<file path="src/rtl/opal_pkg.sv">
// opal_pkg: shared state encoding and default link geometry for the OPAL link
package opal_pkg;
    typedef enum logic [2:0] {IDLE, LEAD, HIGH, LOW, TRAIL, GAP} opal_tx_state_t;
    localparam int OPAL_CH = 24;
    localparam int OPAL_W  = 16;
endpackage

</file>
<file path="src/rtl/opal_if.sv">
// opal_if: parallel-word request side and serial link pins of the OPAL transmitter
interface opal_if #(
    parameter int CH = opal_pkg::OPAL_CH,
    parameter int W  = opal_pkg::OPAL_W
);
    logic            i_start;
    logic [CH*W-1:0] i_data;
    logic            o_sclk;
    logic            o_enable;
    logic [CH-1:0]   o_sdata;
    logic            o_busy;
    logic            o_done;
    modport master (input i_start, i_data, output o_sclk, o_enable, o_sdata, o_busy, o_done);
    modport slave (output i_start, i_data, input o_sclk, o_enable, o_sdata, o_busy, o_done);
endinterface

</file>
<file path="src/rtl/opal_tick_gen.sv">
// opal_tick_gen: half-period divider, tick on the last count, held at zero while cleared
module opal_tick_gen #(
    parameter int CLK_DIV = 16
) (
    input  logic clk,
    input  logic rst_n,
    input  logic i_clear,
    output logic o_tick
);
    localparam int CW = $clog2(CLK_DIV);
    logic [CW-1:0] cnt_q, cnt_d;
    assign o_tick = cnt_q == CW'(CLK_DIV - 1);
    assign cnt_d  = (i_clear || o_tick) ? '0 : cnt_q + 1'b1;
    always_ff @(posedge clk or negedge rst_n) begin
        if (!rst_n) cnt_q <= '0;
        else        cnt_q <= cnt_d;
    end
endmodule

</file>
<file path="src/rtl/opal_tx.sv">
// opal_tx: serializes one word per lane MSB first, with link strobe and bit clock
module opal_tx import opal_pkg::*; #(
    parameter int OPAL_CHANNEL_LENGTH = OPAL_CH,
    parameter int OPAL_INPUT_WIDTH    = OPAL_W,
    parameter int CLK_DIV             = 16,
    parameter int GAP_HALVES          = 4
) (
    input logic      clk,
    input logic      rst_n,
    opal_if.master   bus
);
    localparam int CH = OPAL_CHANNEL_LENGTH;
    localparam int W  = OPAL_INPUT_WIDTH;
    localparam int BW = $clog2(W) + 1;
    localparam int GW = $clog2(GAP_HALVES + 1);

    opal_tx_state_t         state_q, state_d;
    logic [CH-1:0][W-1:0]   sreg_q, sreg_d;
    logic [BW-1:0]          bit_q, bit_d;
    logic [GW-1:0]          gap_q, gap_d;
    logic                   sclk_q, sclk_d;
    logic                   en_q, en_d;
    logic [CH-1:0]          sdata_q, sdata_d;
    logic                   busy_q, busy_d;
    logic                   done_q, done_d;
    logic                   tick;

    opal_tick_gen #(.CLK_DIV(CLK_DIV)) u_tick (
        .clk     (clk),
        .rst_n   (rst_n),
        .i_clear (state_q == IDLE),
        .o_tick  (tick)
    );

    always_comb begin
        state_d = state_q;
        sreg_d  = sreg_q;
        bit_d   = bit_q;
        gap_d   = gap_q;
        sclk_d  = sclk_q;
        en_d    = en_q;
        sdata_d = sdata_q;
        busy_d  = busy_q;
        done_d  = 1'b0;
        case (state_q)
            IDLE: if (bus.i_start && !done_q) begin
                sreg_d  = bus.i_data;
                for (int c = 0; c < CH; c++) sdata_d[c] = bus.i_data[c*W + W - 1];
                bit_d   = '0;
                gap_d   = '0;
                sclk_d  = 1'b0;
                en_d    = 1'b1;
                busy_d  = 1'b1;
                state_d = LEAD;
            end
            LEAD: if (tick) begin
                sclk_d  = 1'b1;
                state_d = HIGH;
            end
            HIGH: if (tick) begin
                sclk_d  = 1'b0;
                state_d = LOW;
            end
            LOW: if (tick) begin
                bit_d = bit_q + 1'b1;
                if (bit_q == BW'(W - 1)) state_d = TRAIL;
                else begin
                    // the next bit appears together with the rising sclk edge
                    for (int c = 0; c < CH; c++) begin
                        sreg_d[c]  = {sreg_q[c][W-2:0], 1'b0};
                        sdata_d[c] = sreg_q[c][W-2];
                    end
                    sclk_d  = 1'b1;
                    state_d = HIGH;
                end
            end
            TRAIL: if (tick) begin
                en_d    = 1'b0;
                sdata_d = '0;
                state_d = GAP;
            end
            GAP: if (tick) begin
                if (gap_q == GW'(GAP_HALVES - 1)) begin
                    busy_d  = 1'b0;
                    done_d  = 1'b1;
                    state_d = IDLE;
                end else gap_d = gap_q + 1'b1;
            end
            default: state_d = IDLE;
        endcase
    end

    always_ff @(posedge clk or negedge rst_n) begin
        if (!rst_n) begin
            state_q <= IDLE;
            sreg_q  <= '0;
            bit_q   <= '0;
            gap_q   <= '0;
            sclk_q  <= 1'b0;
            en_q    <= 1'b0;
            sdata_q <= '0;
            busy_q  <= 1'b0;
            done_q  <= 1'b0;
        end else begin
            state_q <= state_d;
            sreg_q  <= sreg_d;
            bit_q   <= bit_d;
            gap_q   <= gap_d;
            sclk_q  <= sclk_d;
            en_q    <= en_d;
            sdata_q <= sdata_d;
            busy_q  <= busy_d;
            done_q  <= done_d;
        end
    end

    assign bus.o_sclk   = sclk_q;
    assign bus.o_enable = en_q;
    assign bus.o_sdata  = sdata_q;
    assign bus.o_busy   = busy_q;
    assign bus.o_done   = done_q;
endmodule

</file>
<file path="src/flat_wrapper.sv">
// flat-port wrapper written by rule: the top's interface ports become plain ports
module opal_tx_flat import opal_pkg::*;
#(
    parameter int OPAL_CHANNEL_LENGTH = OPAL_CH,
    parameter int OPAL_INPUT_WIDTH    = OPAL_W,
    parameter int CLK_DIV             = 16,
    parameter int GAP_HALVES          = 4
)
  (clk, rst_n, bus_i_start, bus_i_data, bus_o_sclk, bus_o_enable, bus_o_sdata, bus_o_busy, bus_o_done);
  opal_if #(.CH((24)), .W((16))) bus_i ();
  input logic clk;
  input logic rst_n;
  input wire logic [$bits(bus_i.i_start)-1:0] bus_i_start;
  input wire logic [$bits(bus_i.i_data)-1:0] bus_i_data;
  output wire logic [$bits(bus_i.o_sclk)-1:0] bus_o_sclk;
  output wire logic [$bits(bus_i.o_enable)-1:0] bus_o_enable;
  output wire logic [$bits(bus_i.o_sdata)-1:0] bus_o_sdata;
  output wire logic [$bits(bus_i.o_busy)-1:0] bus_o_busy;
  output wire logic [$bits(bus_i.o_done)-1:0] bus_o_done;
  assign bus_i.i_start = bus_i_start;
  assign bus_i.i_data = bus_i_data;
  assign bus_o_sclk = bus_i.o_sclk;
  assign bus_o_enable = bus_i.o_enable;
  assign bus_o_sdata = bus_i.o_sdata;
  assign bus_o_busy = bus_i.o_busy;
  assign bus_o_done = bus_i.o_done;
  opal_tx #(.OPAL_CHANNEL_LENGTH(OPAL_CHANNEL_LENGTH), .OPAL_INPUT_WIDTH(OPAL_INPUT_WIDTH), .CLK_DIV(CLK_DIV), .GAP_HALVES(GAP_HALVES)) u_core (.clk(clk), .rst_n(rst_n), .bus(bus_i));
endmodule
</file>
<file path="config.mk">
export PLATFORM = sky130hd
export DESIGN_NAME = opal_tx_flat
export DESIGN_NICKNAME = d
export VERILOG_FILES = /design/src/rtl/opal_pkg.sv /design/src/rtl/opal_if.sv /design/src/rtl/opal_tick_gen.sv /design/src/rtl/opal_tx.sv /design/src/flat_wrapper.sv
export SDC_FILE = /design/constraint.sdc
export NUM_CORES = 1
export LEC_CHECK = 0
export CAP_MARGIN = 20
export CORE_ASPECT_RATIO = 1.1
export CORE_MARGIN = 4
export CORE_UTILIZATION = 25
export DETAILED_ROUTE_END_ITERATION = 8
export GPL_TIMING_DRIVEN = 0
export HOLD_SLACK_MARGIN = 0.05
export PLACE_DENSITY = 0.53
export SLEW_MARGIN = 10
export SYNTH_ARGS = -nofsm -noshare
export SYNTH_HDL_FRONTEND = slang
export SYNTH_SLANG_ARGS = --single-unit
</file>
<file path="constraint.sdc">
create_clock -name clk -period 2.3 [get_ports clk]
set_clock_uncertainty 0.05 [all_clocks]
set_input_delay 0.46 -clock clk [delete_from_list [all_inputs] [get_ports clk]]
set_output_delay 0.46 -clock clk [all_outputs]
set_load 0.1 [all_outputs]
</file>
==> flow_metrics.tcl, run 1 <==
set metrics [dict create \
    finalCritPeriodShare_pct 102 \
    die_w_um 255 \
    p_per_area_nw_per_um2 628 \
    final_cells 3153 \
    post-place-ws_ns -0.858 \
    ir_drop_v 0.000485 \
    fin_setup_tns_ns -0.145 \
    fill_cells 6592 \
    status "finished with violations" \
    synth_top_family_by_area "simple AND/OR/NAND/NOR gates" \
    wl_um 63300 \
    die-area_um2 71200 \
    grt_pass1_vias 15485 \
    synthXorXnorAreaFrac_pct 0.0523 \
    grt_overflow 0 \
    violations "negative setup slack" \
    drtPass1Iterations 5 \
    gp_congestion 0.828 \
    clk_pin_slew_ns 0.06 \
    hold_start "bus_i_data[274]" \
    grtUsageTotal_pct 16.9 \
    setup_viol 19 \
    drtIter0Drc 830 \
    r2r-start "u_core.bit_q[0]" \
    yosys.area_share.adder_pct 0.374 \
    avgSynthCellArea_um2 9.54 \
    p_comb_share_pct 6.2 \
    cp-start-kind "flip-flop" \
    yosys_warnings 0 \
    required_ns 2.70 \
    timing.fmax_mhz 428 \
    reg2reg_depth 9 \
    synthArstFlopShare_pct 100 \
    min_to "u_core.sreg_q[274]" \
    synth_area_um2 16700 \
    clkSinkCount 403 \
    ys_types 41 \
    finalHoldViolCount 0 \
    synth_compound_area_share_pct 16.7 \
    synthToLayoutAreaGrowth_pct 51.7 \
    pwr-share-seq_pct 44.7 \
    ys.flop_type "dfrtp_1" \
    worstSetupEndpointType "flip-flop" \
    coreArea_um2 66400 \
    maxCapViolCount 0 \
    synth_nets 2148 \
    synth_simple_gate_area_share_pct 17.0 \
    viasPerCell 4.78 \
    muxShareOfSynthArea_pct 1.74 \
    dr_total_vias 15084 \
    synth_edf_count 0 \
    finalWorstSetupSlack_ns -0.0353 \
    rsz0062_at_grt "yes" \
    dpl-instance-area_um2 22100 \
    route.detailed.drc 0 \
    start_util_pct 25.2 \
    r2r-end "u_core.sreg_q[200]" \
    maxSlewHeadroom_pct 40.6 \
    ant_nets 0 \
    holdPathStages 3 \
    r2r_setup_slack_ns -0.04 \
    p_int_mw 12.4 \
    switching_share_pct 22.1 \
    ys_ff_latch 403 \
    synth.area.top_cells "dfrtp_1 (60%), nor2_1 (16%), o22ai_1 (13%)" \
    ys_seq_area_share_pct 60.2 \
    portBuffers 414 \
    grt_max_degree 109 \
    grt_pass1_wl_um 92600 \
    tightestPinTransition_ns 0.890 \
    dpl.hpwl_um 45400 \
    clk_latency_ns 0.59 \
    hold_path.class "primary input to flip-flop" \
    p_clk_share_pct 49.2 \
    maxSlewViolCount 0 \
    fin_area_um2 25400 \
    cts_buffer_depth 3 \
    cts_buffers 49 \
    placed_cells 3032 \
    cp.arrival_ns 2.74 \
    die_h_um 279 \
    yosys.area.top_type "dfrtp_1" \
    cts_tree "yes" \
    post-route-min-period_ns 2.34 \
    fin_total_pwr_mw 16.0 \
    ioPinCount 415 \
    rows 99 \
    htreeDepth 2 \
    cts_root_buffer "clkbuf_16" \
    synthCells 1756 \
    fin_nets 2640 \
    detail_route.wl_per_cell_um 20.1 \
    synth.top_cell.area_share_pct 60.2 \
    p_sw_mw 3.53 \
    antenna_found_initial 21 \
    drive_above_1_share_pct 17.9 \
    power.leakage_nw 12.0 \
    crit_type "flip-flop to flip-flop" \
    cp_max_fo 10 \
]
final cells by class:
| class | instances | area (µm²) | area share, % |
|---|---|---|---|
| clock inverter | 19 | 209 | 0.823 |
| tap | 858 | 1070 | 4.23 |
| clock buffer | 69 | 1420 | 5.60 |
| multi-input combinational | 1212 | 6940 | 27.3 |
| antenna | 10 | 25.0 | 0.0985 |
| inverter | 6 | 22.5 | 0.0887 |
| buffer | 134 | 1000 | 3.95 |
| sequential | 403 | 10100 | 39.7 |
| timing repair buffer | 442 | 4630 | 18.2 |
power by group through the flow:
stage                     clock network, mW  registers [mW]  logic [mW]
final                                  7.84            7.13       0.981
after CTS                              8.10            7.12       0.968
after detailed placement                  0            7.25       0.955
after floorplan                           0            7.25      0.0691
after global routing                   8.40            7.12        1.05
after global placement                    0            7.27       0.926
per-layer routing:
layer | global-route usage [%] | vias to the layer above | routed length, µm | part of all wire (%)
met1 | 21.0 | 7367 | 26300 | 42
met2 | 28.4 | 451 | 30400 | 48
met5 | 0 | - | 127 | 0.20
met4 | 3.92 | 18 | 1350 | 2.1
met3 | 5.70 | 103 | 5100 | 8.1
li1 | - | 7145 | - | -
worst max-delay path, stage by stage, from the launching register on:
cell and delay (ns):
dfrtp_1 0.39, ha_2 0.19, and3_4 0.18, ha_4 0.18
or3_4 0.47, buf_12 0.19, clkbuf_16 0.18, buf_8 0.15
o22ai_1 0.15, nor2_1 0.07
per-stage QoR:
stage          util (%)  hold WS, ns
2_1_floorplan         -        0.114
3_3_place_gp       33.1        0.415
3_5_place_dp       33.3        0.417
4_1_cts            36.6        0.372
5_1_grt            38.2        0.381
6_report           38.3        0.403
flip-flops by register name, summed over array words and instances (netlist names):
name	count
u_core.gap_q	3
u_core.bit_q	5
u_core.u_tick.cnt_q	4
u_core.bus.o_enable	1
u_core.state_q	3
u_core.sreg_q	360
u_core.bus.o_sclk	1
u_core.bus.o_busy	1
u_core.bus.o_sdata	24
u_core.bus.o_done	1
how the worst max path moves through the flow:
stage                                from                 end  slack (ns)  depth (start not counted)
after floorplan           u_core.bit_q[0]  u_core.sreg_q[252]        0.01                         10
after global placement              rst_n  u_core.sreg_q[148]      -17.78                          1
after detailed placement  u_core.bit_q[0]  u_core.sreg_q[354]       -0.86                          9
after CTS                 u_core.bit_q[1]  u_core.sreg_q[141]       -0.05                          9
after global routing      u_core.bit_q[1]  u_core.sreg_q[297]       -0.07                          9
final                     u_core.bit_q[0]  u_core.sreg_q[200]       -0.04                          9
cell usage in the layout (no fill, tap or decap), types with 11 or more instances in the layout:
master           instances
nor2_1                 700
dfrtp_1                403
clkdlybuf4s50_1        385
o22ai_1                233
o22ai_2                119
clkbuf_16               57
a21oi_1                 33
buf_2                   31
buf_4                   30
clkbuf_2                29
clkdlybuf4s15_2         28
clkbuf_1                26
a22o_1                  25
mux2_2                  22
clkbuf_8                13
buf_12                  11
what timing repair did:
item | 4_1_cts | 5_1_grt
hold buffers | 1 | 0
endpoints found under the hold margin | 81 | 0
gates resized for setup | 195 | 199
pin swaps | 5 | 29
buffers inserted | 7 | 9
setup endpoints to repair | 412 | 362
gates cloned | 2 | 6
logic make-up after synthesis:
group	after synthesis
and+or+nand+nor	741
AOI/OAI and AO/OA	439
DFF	403
buffers and inverters	141
muxes	26
adders and majority gates	5
xor gates and xnor gates	1
synthesized netlist by cell type, types with 2 or more instances:
cell / number
a22o_1: 25
nand3b_1: 4
buf_2: 37
mux2_1: 3
nand3_1: 6
nor2_1: 705
mux2_2: 22
ha_1: 5
o211ai_1: 4
a21oi_1: 33
and3_1: 3
inv_1: 6
nand2_1: 9
o22ai_1: 360
o21ai_0: 6
buf_1: 17
or3_1: 2
buf_4: 20
nand2b_1: 2
dfrtp_1: 403
clkbuf_1: 60
nor3_1: 4
nor2b_1: 2
No activity file was read; power rests on OpenSTA's default activity.
==> run 2, diff against run 1 <==
--- a/config.mk
+++ b/config.mk
@@ -6,13 +6,15 @@
 export NUM_CORES = 1
 export LEC_CHECK = 0
 export CAP_MARGIN = 20
+export CELL_PAD_IN_SITES_DETAIL_PLACEMENT = 0
+export CELL_PAD_IN_SITES_GLOBAL_PLACEMENT = 1
 export CORE_ASPECT_RATIO = 1.1
 export CORE_MARGIN = 4
 export CORE_UTILIZATION = 25
 export DETAILED_ROUTE_END_ITERATION = 8
 export GPL_TIMING_DRIVEN = 0
 export HOLD_SLACK_MARGIN = 0.05
-export PLACE_DENSITY = 0.53
+export PLACE_DENSITY = 0.65
 export SLEW_MARGIN = 10
 export SYNTH_ARGS = -nofsm -noshare
 export SYNTH_HDL_FRONTEND = slang
==> run 2 against run 1 <==
Net effect: the flow still finishes with violations (negative setup slack); cell area about the same; flip-flop and latch count unchanged; combinational power about the same.
==> flow_metrics.tcl, run 2 (synthesized netlist as in run 1, its figures left out) <==
set metrics [dict create \
    crit_buf_inv 3 \
    ir_drop_v 0.000484 \
    placed_cells 3031 \
    die_h_um 279 \
    coreArea_um2 66400 \
    drtPass1Iterations 5 \
    die_w_um 255 \
    final_cells 3148 \
    p_sw_mw 3.52 \
    wl_um 63500 \
    ant_nets 0 \
    hold_path.class "primary input to async pin" \
    required_ns 2.71 \
    viasPerCell 4.77 \
    fin_area_um2 25400 \
    portBuffers 414 \
    final_util_pct 38.3 \
    grt_pass1_wl_um 93400 \
    maxSlewHeadroom_pct 33.4 \
    gp_congestion 0.825 \
    cp-start-kind "flip-flop" \
    clk_pin_slew_ns 0.06 \
    r2r-end "u_core.sreg_q[198]" \
    finalWorstSetupSlack_ns -0.0346 \
    grtUsageTotal_pct 17.0 \
    largest_register "u_core.sreg_q" \
    r2r-start "u_core.bit_q[0]" \
    grt_max_degree 109 \
    setup_viol 50 \
    crit_type "flip-flop to flip-flop" \
    dr_total_vias 15029 \
    slowest_stage "or3_4" \
    finalHoldViolCount 0 \
    cp_cell_sequence "ha_2 > and3_4 > ha_4 > or3_4 > buf_12 > buf_16 > clkbuf_16 > o22ai_2 > nor2_1" \
    cts_root_buffer "clkbuf_16" \
    power.leakage_nw 11.9 \
    fill_cells 6591 \
    final_common_cell "nor2_1" \
    grt_overflow 0 \
    maxSlewViolCount 0 \
    cpPeakStageDelay_ns 0.49 \
    cp.arrival_ns 2.75 \
    clkSinkCount 403 \
    p_per_area_nw_per_um2 647 \
    rsz0062_at_grt "yes" \
    p_int_mw 12.9 \
    grt_pass1_vias 15799 \
    dpl.hpwl_um 45600 \
    p_clk_share_pct 50.7 \
    antenna_found_initial 27 \
    multi_input_area_um2 6960 \
    mostFrequentLayoutCells "nor2_1 (703), dfrtp_1 (402), clkdlybuf4s50_1 (385), o22ai_1 (229), o22ai_2 (123)" \
    switching_share_pct 21.4 \
    finalCritPeriodShare_pct 102 \
    cts_buffers 48 \
    cts_buffer_depth 3 \
    start_util_pct 25.2 \
    path_delay_family "simple AND/OR/NAND/NOR gates" \
    largest_reg_flops 360 \
    drtIter0Drc 883 \
    htreeDepth 2 \
    violations "negative setup slack" \
    dpl-instance-area_um2 22100 \
    crit_start "u_core.bit_q[0]" \
    detail_route.wl_per_cell_um 20.2 \
    reg2reg_depth 9 \
    p_comb_share_pct 6.0 \
    cts_tree "yes" \
    cp_max_fo 8 \
    route.detailed.drc 0 \
    post-route-min-period_ns 2.33 \
    pwr-share-seq_pct 43.3 \
    seq_area_um2 10100 \
    r2r_setup_slack_ns -0.03 \
    timing.fmax_mhz 428 \
    ioPinCount 415 \
    rows 99 \
    tightestPinTransition_ns 0.999 \
    status "finished with violations" \
    drive_above_1_share_pct 17.3 \
    clk_latency_ns 0.59 \
    maxCapViolCount 0 \
    worstSetupEndpointType "flip-flop" \
    fin_nets 2630 \
    synthToLayoutAreaGrowth_pct 51.8 \
    die-area_um2 71200 \
]
run 2: area by class of cell:
cell class                 count  share of cell area, %
inverter                       6                 0.0886
clock inverter                20                   1.37
clock buffer                  68                   5.50
timing repair buffer         433                   17.7
sequential                   403                   39.7
antenna                       14                  0.138
buffer                       134                   3.92
multi-input combinational   1212                   27.4
tap                          858                   4.22
run 2: worst max path at each step:
stage,slack (ns),depth (start not counted),endpoint
detailed placement,-0.85,7,u_core.sreg_q[205]
finish,-0.03,9,u_core.sreg_q[198]
global placement,-17.85,1,u_core.sreg_q[261]
CTS,-0.009,7,u_core.bus.o_sdata[6]
global route,-0.09,9,u_core.sreg_q[194]
floorplan,0.01,10,u_core.sreg_q[252]
run 2: power groups by stage:
stage / clock [mW] / combinational (mW) / sequential (mW)
floorplan: 0 / 0.0691 / 7.25
global placement: 0 / 0.932 / 7.27
detailed placement: 0 / 0.956 / 7.25
CTS: 8.65 / 0.970 / 7.12
global route: 8.94 / 1.05 / 7.12
finish: 8.34 / 0.982 / 7.13
run 2: worst register-to-register path: stages (launching register included):
cell and delay (ns):
dfrtp_1 0.39, ha_2 0.20, and3_4 0.18, ha_4 0.17
or3_4 0.49, buf_12 0.19, buf_16 0.17, clkbuf_16 0.18
o22ai_2 0.14, nor2_1 0.07
run 2: repair_timing:
item | CTS | global route
buffers inserted | 4 | 6
gates resized for setup | 203 | 196
pin swaps | 2 | 18
setup endpoints to repair | 412 | 472
hold buffers | 1 | 0
endpoints found under the hold margin | 96 | 0
gates cloned | 1 | 4
run 2: routing by layer:
metal | track usage [%] | wire, µm | up-vias
met4 | 4.73 | 1480 | 26
met3 | 6.01 | 5140 | 116
li1 | - | - | 7125
met1 | 21.1 | 26400 | 7369
met2 | 28.3 | 30300 | 393
met5 | 0 | 184 | -
run 2: metrics by stage:
step	power [mW]	setup TNS [ns]	setup slack (ns)	hold WS, ns
CTS	16.7	-0.0288	-0.00881	0.373
floorplan	7.32	0	0.0123	0.114
global placement	8.20	-7394.93	-17.85	0.414
detailed placement	8.21	-232.64	-0.847	0.417
global route	17.1	-5.37	-0.0948	0.390
finish	16.5	-0.494	-0.0346	0.361
==> run 3, diff against run 2 <==
--- a/config.mk
+++ b/config.mk
@@ -5,6 +5,7 @@
 export SDC_FILE = /design/constraint.sdc
 export NUM_CORES = 1
 export LEC_CHECK = 0
+export ABC_AREA = 1
 export CAP_MARGIN = 20
 export CELL_PAD_IN_SITES_DETAIL_PLACEMENT = 0
 export CELL_PAD_IN_SITES_GLOBAL_PLACEMENT = 1
==> run 3 against run 2 <==
Net effect: the run now ends clean; combinational power rose to 20 times the previous value; global-route usage down 0.79 points; register-to-register slack improved by 0.18 ns; hold slack got worse by 0.043 ns; synthesized cell count grew 47%; cell count up 32%; routed wire length up 11%.
==> flow_metrics.tcl, run 3 <==
set metrics [dict create \
    status "complete, no violations" \
    antenna_found_initial 17 \
    synthArstFlopShare_pct 100 \
    dpl-instance-area_um2 25400 \
    grtUsageTotal_pct 16.2 \
    synth_nets 2974 \
    endpoint "u_core.sreg_q[188]" \
    yosys.area.top_type "dfrtp_1" \
    final_common_cell "nand2_1" \
    route.detailed.drc 0 \
    synth_edf_count 0 \
    detail_route.wl_per_cell_um 17.0 \
    ys_ff_latch 403 \
    die-area_um2 83900 \
    r2r-start "u_core.bit_q[0]" \
    drtIter0Drc 1115 \
    dr_wl_met3_um 3060 \
    synthToLayoutAreaGrowth_pct 38.1 \
    largest_register "u_core.sreg_q" \
    clkSinkCount 403 \
    crit_type "flip-flop to flip-flop" \
    reg2reg_depth 11 \
    synthCells 2582 \
    mostFrequentLayoutCells "nand2_1 (826), dfrtp_1 (403), clkdlybuf4s50_1 (385), o21ai_0 (368), inv_1 (362)" \
    post-synth-top-count-cell "nand2_1" \
    crit_start "u_core.bit_q[0]" \
    finalHoldViolCount 0 \
    drtPass1Iterations 5 \
    grt_max_degree 100 \
    ant_nets 0 \
    highest_layer "met5" \
    grt_overflow 0 \
    start_util_pct 25.2 \
    synth_area_um2 19800 \
    coreArea_um2 78800 \
    final_util_pct 34.8 \
    timing.fmax_mhz 463 \
    drive_above_1_share_pct 7.88 \
    r2r_setup_slack_ns 0.14 \
    clk_latency_ns 0.59 \
    cts_root_buffer "clkbuf_16" \
    portBuffers 414 \
    setup_viol 0 \
    dpl.hpwl_um 52100 \
    largest_reg_flops 360 \
    fin_nets 3449 \
    rsz0062_at_grt "no" \
    rows 108 \
    die_h_um 303 \
    yosys_warnings 0 \
    cts_tree "yes" \
    cp.arrival_ns 2.57 \
    maxSlewViolCount 0 \
    cts_buffer_depth 3 \
    tightestPinTransition_ns 0.614 \
    cp-start-kind "flip-flop" \
    avgSynthCellArea_um2 7.68 \
    ioPinCount 415 \
    ys_seq_area_share_pct 50.9 \
    die_w_um 276 \
    fin_setup_tns_ns 0 \
    ys.flop_type "dfrtp_1" \
    ir_drop_v 0.000714 \
    grt_pass1_wl_um 107000 \
    gp_congestion 0.786 \
    clk_pin_slew_ns 0.06 \
    finalCritPeriodShare_pct 93.9 \
    ys_types 27 \
    viasPerCell 4.34 \
    p_per_area_nw_per_um2 1440 \
    htreeDepth 2 \
    synth.area.top_cells "dfrtp_1 (51%), nand2_1 (16%), o21ai_0 (9.4%)" \
    ys_top_cells_by_count "nand2_1 (827), dfrtp_1 (403), o21ai_0 (371), inv_1 (363), o21ai_1 (347)" \
    synth.top_cell.area_share_pct 50.9 \
    maxCapViolCount 0 \
    required_ns 2.71 \
    grt_pass1_vias 17988 \
    dr_total_vias 18025 \
    r2r-end "u_core.sreg_q[188]" \
    cp_max_fo 10 \
    maxSlewHeadroom_pct 59.3 \
    hold_path.class "primary input to async pin" \
    fin_area_um2 27400 \
    wl_um 70400 \
    power.leakage_nw 12.9 \
    wl_met2_um 34200 \
    worstSetupEndpointType "flip-flop" \
    post-route-min-period_ns 2.16 \
    wl_met1_um 31800 \
    cts_buffers 49 \
]
[run 3: cell count changes after synthesis, moves of 55 or more]
| cell | previous run | this run |
|---|---|---|
| inv_1 | 6 | 363 |
| nand2_1 | 9 | 827 |
| nand3_1 | 6 | 61 |
| nor2_1 | 705 | 15 |
| o21ai_0 | 6 | 371 |
| o21ai_1 | 0 | 347 |
| o22ai_1 | 360 | 1 |
[run 3: cells by family after synthesis]
| group | count (synthesis) | synth area share (%) |
|---|---|---|
| XOR/XNOR | 3 | 0.133 |
| flip-flops | 403 | 50.9 |
| adder cells (fa/ha/maj) | 5 | 0.316 |
| buffers and inverters | 534 | 12.4 |
| AO/OA/AOI/OAI | 721 | 18.2 |
| AND/OR/NAND/NOR | 916 | 18.1 |
[run 3: worst max-delay path, stage by stage, from the launching register on]
cell	delay [ns]
dfrtp_1	0.41
ha_1	0.22
nand2_1	0.09
nor2_1	0.05
ha_2	0.21
nand2_2	0.11
nand2_4	0.09
nor2_8	0.19
buf_12	0.15
buf_6	0.21
buf_6	0.18
o21ai_1	0.06
[run 3: layout make-up]
class	instances	area, µm²
Inverter	364	1370
Clock buffer	72	1430
Clock inverter	17	272
Tap cell	1045	1310
Sequential cell	403	10100
Fill cell	8390	51400
Timing Repair Buffer	424	4370
Buffer	170	1200
Multi-Input combinational cell	1645	7310
Antenna cell	12	30.0
[run 3: how the worst min path moves through the flow]
stage | to | slack, ns | cells past startpoint
detailed placement | u_core.sreg_q[34] | 0.37 | 1
CTS | u_core.sreg_q[32] | 0.29 | 2
finish | u_core.sreg_q[32] | 0.32 | 2
global route | u_core.sreg_q[34] | 0.34 | 2
global placement | u_core.u_tick.cnt_q[0] | 0.40 | 1
floorplan | u_core.bit_q[0] | 0.11 | 0
[run 3: power breakdown]
group	switching (mW)	internal, mW
Clock	3.22	5.00
Combinational	13.1	6.72
Sequential	0.892	10.5
[run 3: layer usage]
| layer | vias to the layer above | global-route usage [%] |
|---|---|---|
| li1 | 9084 | - |
| met3 | 71 | 2.94 |
| met1 | 8528 | 21.6 |
| met5 | - | 0 |
| met4 | 4 | 4.07 |
| met2 | 338 | 27.6 |
[run 3: per-stage QoR]
step	hold WS, ns	cells	setup slack, ns	power (mW)
5_1_grt	0.337	4146	0.00612	42.9
4_1_cts	0.294	4140	0.0167	39.8
3_5_place_dp	0.370	4047	-0.385	31.2
3_3_place_gp	0.405	4041	-18.82	31.1
2_1_floorplan	0.114	2582	0.232	25.1
6_report	0.318	4152	0.141	39.4
[run 3: timing repair]
| action | CTS | global route |
|---|---|---|
| gates resized for setup | 94 | 46 |
| hold buffers | 1 | 0 |
| hold endpoints to repair | 51 | 0 |
| pin swaps | 1 | 1 |
| endpoints found under the setup margin | 413 | 241 |
| setup buffers | 3 | 0 |
